===== config.mk =====
export PLATFORM = sky130hd
export DESIGN_NAME = inta_sequencer
export DESIGN_NICKNAME = d
export VERILOG_FILES = /design/src/rtl/pic_pkg.sv /design/src/rtl/rotating_priority_finder.sv /design/src/rtl/inta_sequencer.sv
export SDC_FILE = /design/constraint.sdc
export NUM_CORES = 1
export LEC_CHECK = 0
export CELL_PAD_IN_SITES_DETAIL_PLACEMENT = 1
export CELL_PAD_IN_SITES_GLOBAL_PLACEMENT = 1
export CORE_MARGIN = 2
export CORE_UTILIZATION = 24
export CTS_BUF_LIST = sky130_fd_sc_hd__clkbuf_16
export CTS_CLUSTER_DIAMETER = 120
export CTS_CLUSTER_SIZE = 24
export DETAILED_ROUTE_END_ITERATION = 8
export PLACE_DENSITY = 0.59
export SLEW_MARGIN = 20
export SYNTH_ARGS = -nofsm -noshare
export SYNTH_HDL_FRONTEND = slang
export SYNTH_SLANG_ARGS = --single-unit
export TNS_END_PERCENT = 50

===== constraint.sdc =====
create_clock -name clock -period 7.5 [get_ports clock]
set_input_delay 1.875 -clock clock [delete_from_list [all_inputs] [get_ports clock]]
set_output_delay 1.875 -clock clock [all_outputs]
set_load 0.005 [all_outputs]

===== src/rtl/pic_pkg.sv =====
// Shared types and helpers for the 8259A-style interrupt controller.
package pic_pkg;

  localparam int IR_COUNT = 8;
  localparam logic [2:0] SPURIOUS_LEVEL = 3'd7;
  localparam logic [7:0] RESET_PRIORITY_MARKER = 8'h80;

  typedef enum logic [1:0] {
    ST_IDLE,
    ST_PEND,
    ST_ACK1,
    ST_VEC
  } inta_state_e;

  typedef enum logic [1:0] {
    EOI_NONSPEC     = 2'b00,
    EOI_ROT_NONSPEC = 2'b01,
    EOI_SPEC        = 2'b10,
    EOI_ROT_SPEC    = 2'b11
  } eoi_cmd_e;

  function automatic logic [2:0] encode_onehot(input logic [7:0] v);
    logic [2:0] enc;
    enc = 3'd0;
    for (int i = 0; i < IR_COUNT; i++) begin
      if (v[i]) enc = 3'(i);
    end
    return enc;
  endfunction

endpackage


===== src/rtl/rotating_priority_finder.sv =====
// Picks the highest-priority set bit, starting one past the marker.
module rotating_priority_finder
  import pic_pkg::*;
(
  input  logic [7:0] vec,
  input  logic [7:0] marker,
  output logic [7:0] grant
);

  logic [2:0] ptr;
  logic [2:0] idx;
  logic       hit;

  assign ptr = encode_onehot(marker);

  always_comb begin
    grant = 8'h00;
    hit   = 1'b0;
    idx   = 3'd0;
    for (int i = 1; i <= IR_COUNT; i++) begin
      idx = ptr + 3'(i);
      if (!hit && vec[idx]) begin
        grant[idx] = 1'b1;
        hit        = 1'b1;
      end
    end
  end

endmodule


===== src/rtl/inta_sequencer.sv =====
// INTA handshake, in-service register and EOI/rotation control.
module inta_sequencer
  import pic_pkg::*;
#(
  parameter int VECTOR_LEVEL_BITS = 3
) (
  input  logic                   clock,
  input  logic                   reset,
  input  logic [7:0]             interrupt,
  input  logic                   interrupt_acknowledge,
  input  logic [4:0]             vector_base,
  input  logic                   auto_eoi,
  input  logic                   rotate_in_auto_eoi,
  input  logic                   eoi_strobe,
  input  logic                   eoi_specific,
  input  logic                   eoi_rotate,
  input  logic [2:0]             eoi_level,
  output logic                   int_out,
  output logic [7:0]             in_service_register,
  output logic [7:0]             highest_level_in_service,
  output logic [7:0]             clear_irr,
  output logic [7:0]             data_out,
  output logic                   data_out_en
);

  inta_state_e state_q, state_d;
  logic        inta_q;
  logic [VECTOR_LEVEL_BITS-1:0] level_q, level_d;
  logic        spur_q, spur_d;
  logic        int_out_q, int_out_d;
  logic [7:0]  isr_q, isr_d;
  logic [7:0]  marker_q, marker_d;
  logic [7:0]  clear_irr_q, clear_irr_d;
  logic [7:0]  data_out_q, data_out_d;
  logic        data_out_en_q, data_out_en_d;

  logic        rise, fall, no_req;
  logic [7:0]  nonspec_hit;
  logic [7:0]  inta_set, aeoi_clr, eoi_clr;
  logic        aeoi_rot, eoi_rot;
  logic [7:0]  eoi_marker;
  logic [7:0]  level_onehot;

  assign rise = interrupt_acknowledge & ~inta_q;
  assign fall = ~interrupt_acknowledge & inta_q;
  assign no_req = ~|interrupt;
  assign level_onehot = 8'b1 << level_q;

  rotating_priority_finder u_finder (
    .vec    (isr_q),
    .marker (marker_q),
    .grant  (nonspec_hit)
  );

  always_comb begin
    eoi_clr    = 8'h00;
    eoi_rot    = 1'b0;
    eoi_marker = marker_q;
    if (eoi_strobe) begin
      unique case ({eoi_specific, eoi_rotate})
        EOI_NONSPEC: eoi_clr = nonspec_hit;
        EOI_ROT_NONSPEC: begin
          eoi_clr    = nonspec_hit;
          eoi_rot    = |nonspec_hit;
          eoi_marker = nonspec_hit;
        end
        EOI_SPEC: eoi_clr = 8'b1 << eoi_level;
        EOI_ROT_SPEC: begin
          eoi_clr    = 8'b1 << eoi_level;
          eoi_rot    = 1'b1;
          eoi_marker = 8'b1 << eoi_level;
        end
        default: ;
      endcase
    end
  end

  always_comb begin
    state_d       = state_q;
    level_d       = level_q;
    spur_d        = spur_q;
    int_out_d     = int_out_q;
    clear_irr_d   = 8'h00;
    data_out_d    = data_out_q;
    data_out_en_d = data_out_en_q;
    inta_set      = 8'h00;
    aeoi_clr      = 8'h00;
    aeoi_rot      = 1'b0;
    unique case (state_q)
      ST_IDLE: begin
        if (!no_req) begin
          state_d   = ST_PEND;
          int_out_d = 1'b1;
        end
      end
      ST_PEND: begin
        int_out_d = 1'b1;
        if (rise) begin
          spur_d    = no_req;
          level_d   = no_req ? SPURIOUS_LEVEL
                             : encode_onehot(interrupt);
          if (!no_req) begin
            inta_set    = interrupt;
            clear_irr_d = interrupt;
          end
          int_out_d = 1'b0;
          state_d   = ST_ACK1;
        end
      end
      ST_ACK1: begin
        if (rise) begin
          state_d       = ST_VEC;
          data_out_en_d = 1'b1;
          data_out_d    = {vector_base, level_q};
        end
      end
      ST_VEC: begin
        data_out_d = {vector_base, level_q};
        if (fall) begin
          data_out_en_d = 1'b0;
          data_out_d    = 8'h00;
          state_d       = ST_IDLE;
          if (auto_eoi && !spur_q) begin
            aeoi_clr = level_onehot;
            aeoi_rot = rotate_in_auto_eoi;
          end
        end
      end
      default: state_d = ST_IDLE;
    endcase
  end

  // Clears use the pre-edge ISR; a same-cycle INTA set wins.
  always_comb begin
    isr_d    = (isr_q & ~eoi_clr & ~aeoi_clr) | inta_set;
    marker_d = marker_q;
    if (aeoi_rot) marker_d = level_onehot;
    if (eoi_rot)  marker_d = eoi_marker;
  end

  always_ff @(posedge clock) begin
    if (reset) begin
      state_q       <= ST_IDLE;
      inta_q        <= 1'b0;
      level_q       <= '0;
      spur_q        <= 1'b0;
      int_out_q     <= 1'b0;
      isr_q         <= 8'h00;
      marker_q      <= RESET_PRIORITY_MARKER;
      clear_irr_q   <= 8'h00;
      data_out_q    <= 8'h00;
      data_out_en_q <= 1'b0;
    end else begin
      state_q       <= state_d;
      inta_q        <= interrupt_acknowledge;
      level_q       <= level_d;
      spur_q        <= spur_d;
      int_out_q     <= int_out_d;
      isr_q         <= isr_d;
      marker_q      <= marker_d;
      clear_irr_q   <= clear_irr_d;
      data_out_q    <= data_out_d;
      data_out_en_q <= data_out_en_d;
    end
  end

  assign int_out                  = int_out_q;
  assign in_service_register      = isr_q;
  assign highest_level_in_service = marker_q;
  assign clear_irr                = clear_irr_q;
  assign data_out                 = data_out_q;
  assign data_out_en              = data_out_en_q;

endmodule


==> reports/results.tsv, run 1 <==
metric	value	unit
placed insts	675	
antenna viol nets, final	0	
EDFF count, synth	0	
Vias/cell	5.594	
die width	125.1	um
layout cells sized above 1	0.07014	
# rows	44	
Die Ht	125.1	um
Synthesized Nets	494	
Pwr Density	285.0	nW/um^2
share of flip-flops with an asynchronous set or reset	0	
Layout Area Growth over Synthesis	24.03	%
vias in the first global route	3958	
post-route insts no fill	683	
CP Capture Type	register	
TritonCTS buffer count	5	
Syn Std Cell Area	3520	um^2
Top FF cell, synth	dfxtp_1	
Clock Pin Slew Worst Setup and Hold Paths	0.06	ns
Worst EP required	7.68	ns
largest net degree at the start of global routing	26	
final worst-path cycle share	0.7418	
count leader, synth	nand2_1	
H-tree depth	2	
syn avg cell area	7.651	um^2
CTS resizes	0	
Synth warnings	0	
Crit Path Max Fanout	25	
clk sink count	41	
crit path time final	5.563	ns
Slew @ Worst Pin	0.9638	ns
GR Overflow Total	0	
initial antenna violation count	0	
Antenna Cells	0	
DR WL/cell	20.43	um
setup_tns	0	ns
Final #Nets	532	
VDD IR max	0.1131	mV
Post-CTS Setup Inserts	0	
Netlist cell types	81	
met1 Use GR	0.2223	
status	complete, no violations	
CP Launch Type	register	
All-Layer GR Usage	0.1721	
CTS tree	yes	
Critical Path AT	5.74	ns
Port Buffers	57	
core area	14420	um^2
clock skew	0.005438	ns
Max clock buf depth	2	
cells after synthesis	460	
hold crit path type	register to register	
pre-CTS worst setup slack	1.971	ns
register area share after synthesis	0.2332	
Fin. Hold Viols	0	
via count	3821	
Post-CTS Hold Buffers	0	
first-pass GRT wire length	22080	um
Synth top area share	0.2332	
synth cell count leaders	nand2_1, dfxtp_1, a21oi_1	
Lkg Pwr	1.460	nW
DRC	0	
fin util	0.3027	
grt met2 use	0.3015	
dominant cell type by area after synthesis	dfxtp_1	
leading post-synthesis cells by cell area	dfxtp_1, nand2_1, a21oi_1, mux2i_1, ha_1	
Finish-stage setup viols	0	
Peak Freq	0.1798	GHz
WL final	13950	um
GPL Wtd Cong	0.9384	
Clock Latency Late Sink	0.28	ns
Pre-Repair DR Iteration Count	4	
DIE AREA	15650	um^2
initial core utilization	0.2440	
Top Ports	58	
fin. max-slew vios	0	
met3 Use GR	0.02139	
RSZ-0062 raised after global routing	no	
slowest stage cell on the critical path	mux4_2	
Rel. slew slack	0.3554	
flop and latch count out of synthesis	41	
critical path type	register to register	
max-cap violations	0	
root buffer cell	clkbuf_16	
layer with the highest usage	met2	
CP max stage delay	0.76	ns
Iteration-0 DRC Markers	237	
worst setup margin	1.937	ns
HPWL after DPL	10580	um
CP cell instances	nor2_2, a211oi_4, nor2_4, inv_1, ha_1, xnor2_1, mux4_2, nand2_2, a2111oi_0, or4_1, nand2b_4, nor4_4, a21oi_2, o32ai_1	
final cells by class:
type	instances	area (um^2)
clock buffer	5	125.1
fill	1772	10060
multi-input combinational	374	2495
tap	184	230.2
clock inverter	3	41.29
sequential	41	820.8
timing repair buffer	60	593.1
inverter	16	60.06
placed cells by master (no fill, tap or decap), types with 4 or more instances in the layout:
master           instances
a21oi_1                 34
nand4_1                  6
inv_1                   14
ha_1                    10
nor2b_1                  4
dfxtp_1                 41
nand2b_1                10
o31ai_1                  6
nor4_1                   7
o32ai_1                 10
mux2i_1                 15
nand2_1                 54
nand3b_1                 4
nor2_1                  29
a211oi_1                 9
clkbuf_16                5
o211ai_1                11
o22ai_1                  7
a31oi_1                  7
clkdlybuf4s50_1         57
and3_1                   8
a21o_1                   4
nand3_1                 23
nor3_1                  16
o21ai_1                  4
o21ai_0                 15
o221ai_1                 4
o2111ai_1                6
worst max-delay path: cells and delay by family (launching register included):
family / cells / cell delay, ns
simple gates: 6 / 2.06
mux: 1 / 0.76
compound gates: 4 / 0.75
buf+inv: 1 / 0.52
xor+xnor: 1 / 0.51
flops: 1 / 0.44
fa+ha+maj: 1 / 0.40
path summary, 6_finish.rpt:
kind	endpoint	slack [ns]	depth (start not counted)	start
max	highest_level_in_service[5]	1.94	14	highest_level_in_service[5]
min	data_out[3]	0.46	2	data_out[3]
max reg2reg	highest_level_in_service[5]	1.94	14	highest_level_in_service[5]
min reg2reg	data_out[3]	0.46	2	data_out[3]
metal layers:
| metal | wire, um | part of all wire | up-vias |
|---|---|---|---|
| met1 | 6416 | 0.46 | 1868 |
| met4 | 292 | 0.021 | 0 |
| met5 | 0 | 0 | - |
| li1 | - | - | 1837 |
| met3 | 564 | 0.040 | 20 |
| met2 | 6680 | 0.48 | 96 |
kinds of logic (layout without fill, tap and decap cells):
kind of cell             Yosys count  after routing  share of synthesized area
flip-flops                        41             41                     0.2332
AO/OA/AOI/OAI                    151            151                     0.3036
AND/OR/NAND/NOR                  187            187                     0.2823
XOR/XNOR                           3              3                   0.009600
multiplexers                      23             23                    0.07785
adder cells (fa/ha/maj)           10             10                    0.03555
buffers and inverters             45             84                    0.05794
power breakdown:
group          leakage, nW  internal, mW  switching, mW
Clock               0.0775         0.156         0.0881
Combinational         1.05         0.255          0.446
Sequential           0.333         0.248         0.0507
Total                 1.46         0.659          0.585
per-stage QoR:
step           instance area (um^2)  hold WS [ns]  total power [mW]
6_report                       4365        0.4554             1.244
5_1_grt                        4365        0.4812             1.323
2_1_floorplan                  3520        0.4365            0.7642
3_5_place_dp                   4199        0.4543            0.9929
3_3_place_gp                   4199        0.4397            0.9925
4_1_cts                        4365        0.4626             1.241
registers in the layout (all words and copies together), names as in the netlist:
register / count
data_out_en: 1
int_out: 1
inta_q: 1
spur_q: 1
data_out: 8
level_q: 3
in_service_register: 8
highest_level_in_service: 8
state_q: 2
clear_irr: 8
No activity file was read; power rests on OpenSTA's default activity.
==> inputs of run 2 (changes only) <==
--- a/config.mk
+++ b/config.mk
@@ -13,7 +13,7 @@
 export CTS_CLUSTER_DIAMETER = 120
 export CTS_CLUSTER_SIZE = 24
 export DETAILED_ROUTE_END_ITERATION = 8
-export PLACE_DENSITY = 0.59
+export PLACE_DENSITY = 0.61
 export SLEW_MARGIN = 20
 export SYNTH_ARGS = -nofsm -noshare
 export SYNTH_HDL_FRONTEND = slang
==> constraint.sdc (replaced) <==
create_clock -name clock -period 5.08 [get_ports clock]
set_input_delay 1.27 -clock clock [delete_from_list [all_inputs] [get_ports clock]]
set_output_delay 1.27 -clock clock [all_outputs]
set_load 0.005 [all_outputs]
==> run 2 against run 1 <==
Compared with the run above: utilization grew 0.70 points; clock power grew 45%; clock skew shrank 0.0010 ns; sequential share of layout area shrank 0.43 points; combinational power grew 60%; routed wire length shrank 0.65%; critical path depth grew 2; first-iteration DRC count grew 11%; largest power group unchanged; global-route usage grew 0.35 points; die area is the same.
==> reports/results.tsv, run 2 (same netlist as run 1, synthesis figures left out) <==
metric	value	unit	change
status	complete, no violations		unchanged
Worst EP required	5.27	ns	was 7.68 ns
Slew @ Worst Pin	0.8189	ns	was 0.9638 ns
Port Buffers	57		unchanged
GR Overflow Total	0		unchanged
critical path type	register to register		unchanged
CP Launch Type	register		unchanged
max-cap violations	0		unchanged
initial antenna violation count	0		unchanged
Post-CTS Setup Inserts	0		unchanged
Iteration-0 DRC Markers	264		was 237
first-pass GRT wire length	22360	um	was 22080 um
placed insts	689		was 675
Clock Pin Slew Worst Setup and Hold Paths	0.06	ns	about the same
WL final	13860	um	was 13950 um
fin. max-slew vios	0		unchanged
antenna viol nets, final	0		unchanged
most common cell after layout, fill and taps aside	clkdlybuf4s50_1		unchanged
Layout Area Growth over Synthesis	26.91	%	was 24.03%
Vias/cell	5.607		was 5.594
Die Ht	125.1	um	unchanged
die width	125.1	um	unchanged
setup_tns	0	ns	unchanged
final worst-path cycle share	0.8978		was 0.7418
CP max stage delay	0.60	ns	was 0.76 ns
vias in the first global route	4026		was 3958
HPWL after DPL	10580	um	about the same
CTS tree	yes		unchanged
Clock Latency Late Sink	0.28	ns	about the same
worst hold slack	0.4611	ns	was 0.4554 ns
clk sink count	41		unchanged
Critical Path AT	4.75	ns	was 5.74 ns
Hold Startpoint	data_out[3]		unchanged
Finish-stage setup viols	0		unchanged
hold crit path type	register to register		unchanged
clock skew	0.004438	ns	was 0.005438 ns
Top Ports	58		unchanged
Peak Freq	0.2193	GHz	was 0.1798 GHz
DIE AREA	15650	um^2	unchanged
largest net degree at the start of global routing	25		was 26
layout cells sized above 1	0.09357		was 0.07014
DR WL/cell	19.89	um	was 20.43 um
Pwr Density	425.5	nW/um^2	was 285.0 nW/um^2
initial core utilization	0.2440		unchanged
DRC	0		unchanged
H-tree depth	2		unchanged
via count	3908		was 3821
# rows	44		unchanged
CP Capture Type	register		unchanged
CTS resizes	0		unchanged
VDD IR max	0.1502	mV	was 0.1131 mV
Rel. slew slack	0.4522		was 0.3554
Lkg Pwr	1.535	nW	was 1.460 nW
CP cell instances	nor2_2, a211oi_4, nor2_4, ha_1, xor2_2, nand3_1, o22ai_1, a211oi_1, buf_4, a311oi_1, a2111oi_0, or4_1, nand2b_4, nor4_4, a21oi_2, o32ai_1		was nor2_2, a211oi_4, nor2_4, inv_1, ha_1, xnor2_1, mux4_2, nand2_2, a2111oi_0, or4_1, nand2b_4, nor4_4, a21oi_2, o32ai_1
Crit Path Max Fanout	10		was 25
Final #Nets	546		was 532
GPL Wtd Cong	0.9569		was 0.9384
Pre-Repair DR Iteration Count	4		unchanged
Post-CTS Hold Buffers	0		unchanged
Fin. Hold Viols	0		unchanged
Antenna Cells	0		unchanged
RSZ-0062 raised after global routing	no		unchanged
slowest stage cell on the critical path	or4_1		was mux4_2
crit path time final	4.561	ns	was 5.563 ns
TritonCTS buffer count	5		unchanged
post-route insts no fill	697		was 683
commonest cells after routing, fill and taps aside	clkdlybuf4s50_1, nand2_1, dfxtp_1, a21oi_1, nor2_1		unchanged
Critical R2R Launch	highest_level_in_service[5]		unchanged
All-Layer GR Usage	0.1755		was 0.1721
Max clock buf depth	2		unchanged
root buffer cell	clkbuf_16		unchanged
core area	14420	um^2	unchanged
Setup crit start	highest_level_in_service[5]		unchanged
## run 2: routing by layer
| layer | share of wire | vias up | GRT usage | wire [um] |
|---|---|---|---|---|
| met5 | 0 | - | 0 | 0 |
| met4 | 0.026 | 0 | 0.06405 | 367 |
| met3 | 0.042 | 27 | 0.01840 | 581 |
| met2 | 0.49 | 124 | 0.3015 | 6733 |
| met1 | 0.45 | 1887 | 0.2279 | 6181 |
| li1 | - | 1870 | - | - |
## run 2: layout make-up
| cell class | count | area (um^2) |
|---|---|---|
| Clock buffer | 5 | 125.1 |
| Clock inverter | 3 | 37.54 |
| Fill cell | 1762 | 9957 |
| Inverter | 16 | 60.06 |
| Multi-Input combinational cell | 374 | 2495 |
| Sequential cell | 41 | 820.8 |
| Tap cell | 184 | 230.2 |
| Timing Repair Buffer | 74 | 698.2 |
## run 2: metrics by stage
step	cell area [um^2]	utilization	worst slack [ns]	total power [mW]
after floorplan	3520	-	0.5296	1.128
after global placement	4304	0.2984	0.6912	1.527
after detailed placement	4304	0.2984	0.6162	1.537
after CTS	4467	0.3097	0.5863	1.901
after global routing	4467	0.3097	0.2385	2.029
final	4467	0.3097	0.5190	1.900
## run 2: critical path: cells and delay by family, from the launching register on
kind	cells	cell delay, ns
and+or+nand+nor	6	1.40
adders and majority gates	1	0.31
AOI/OAI and AO/OA	7	1.59
buffers and inverters	1	0.17
DFF	1	0.59
xor gates and xnor gates	1	0.41
## run 2: worst paths after layout
kind	endpoint	slack, ns	cells after the start
max reg2reg	highest_level_in_service[2]	0.52	16
min reg2reg	data_out[3]	0.46	2
min	data_out[3]	0.46	2
max	highest_level_in_service[2]	0.52	16
## run 2: power by group
| group | internal [mW] | total, mW | switching, mW |
|---|---|---|---|
| Sequential | 0.366 | 0.427 | 0.0607 |
| Clock | 0.228 | 0.354 | 0.126 |
| Combinational | 0.431 | 1.12 | 0.688 |
| Total | 1.03 | 1.90 | 0.875 |
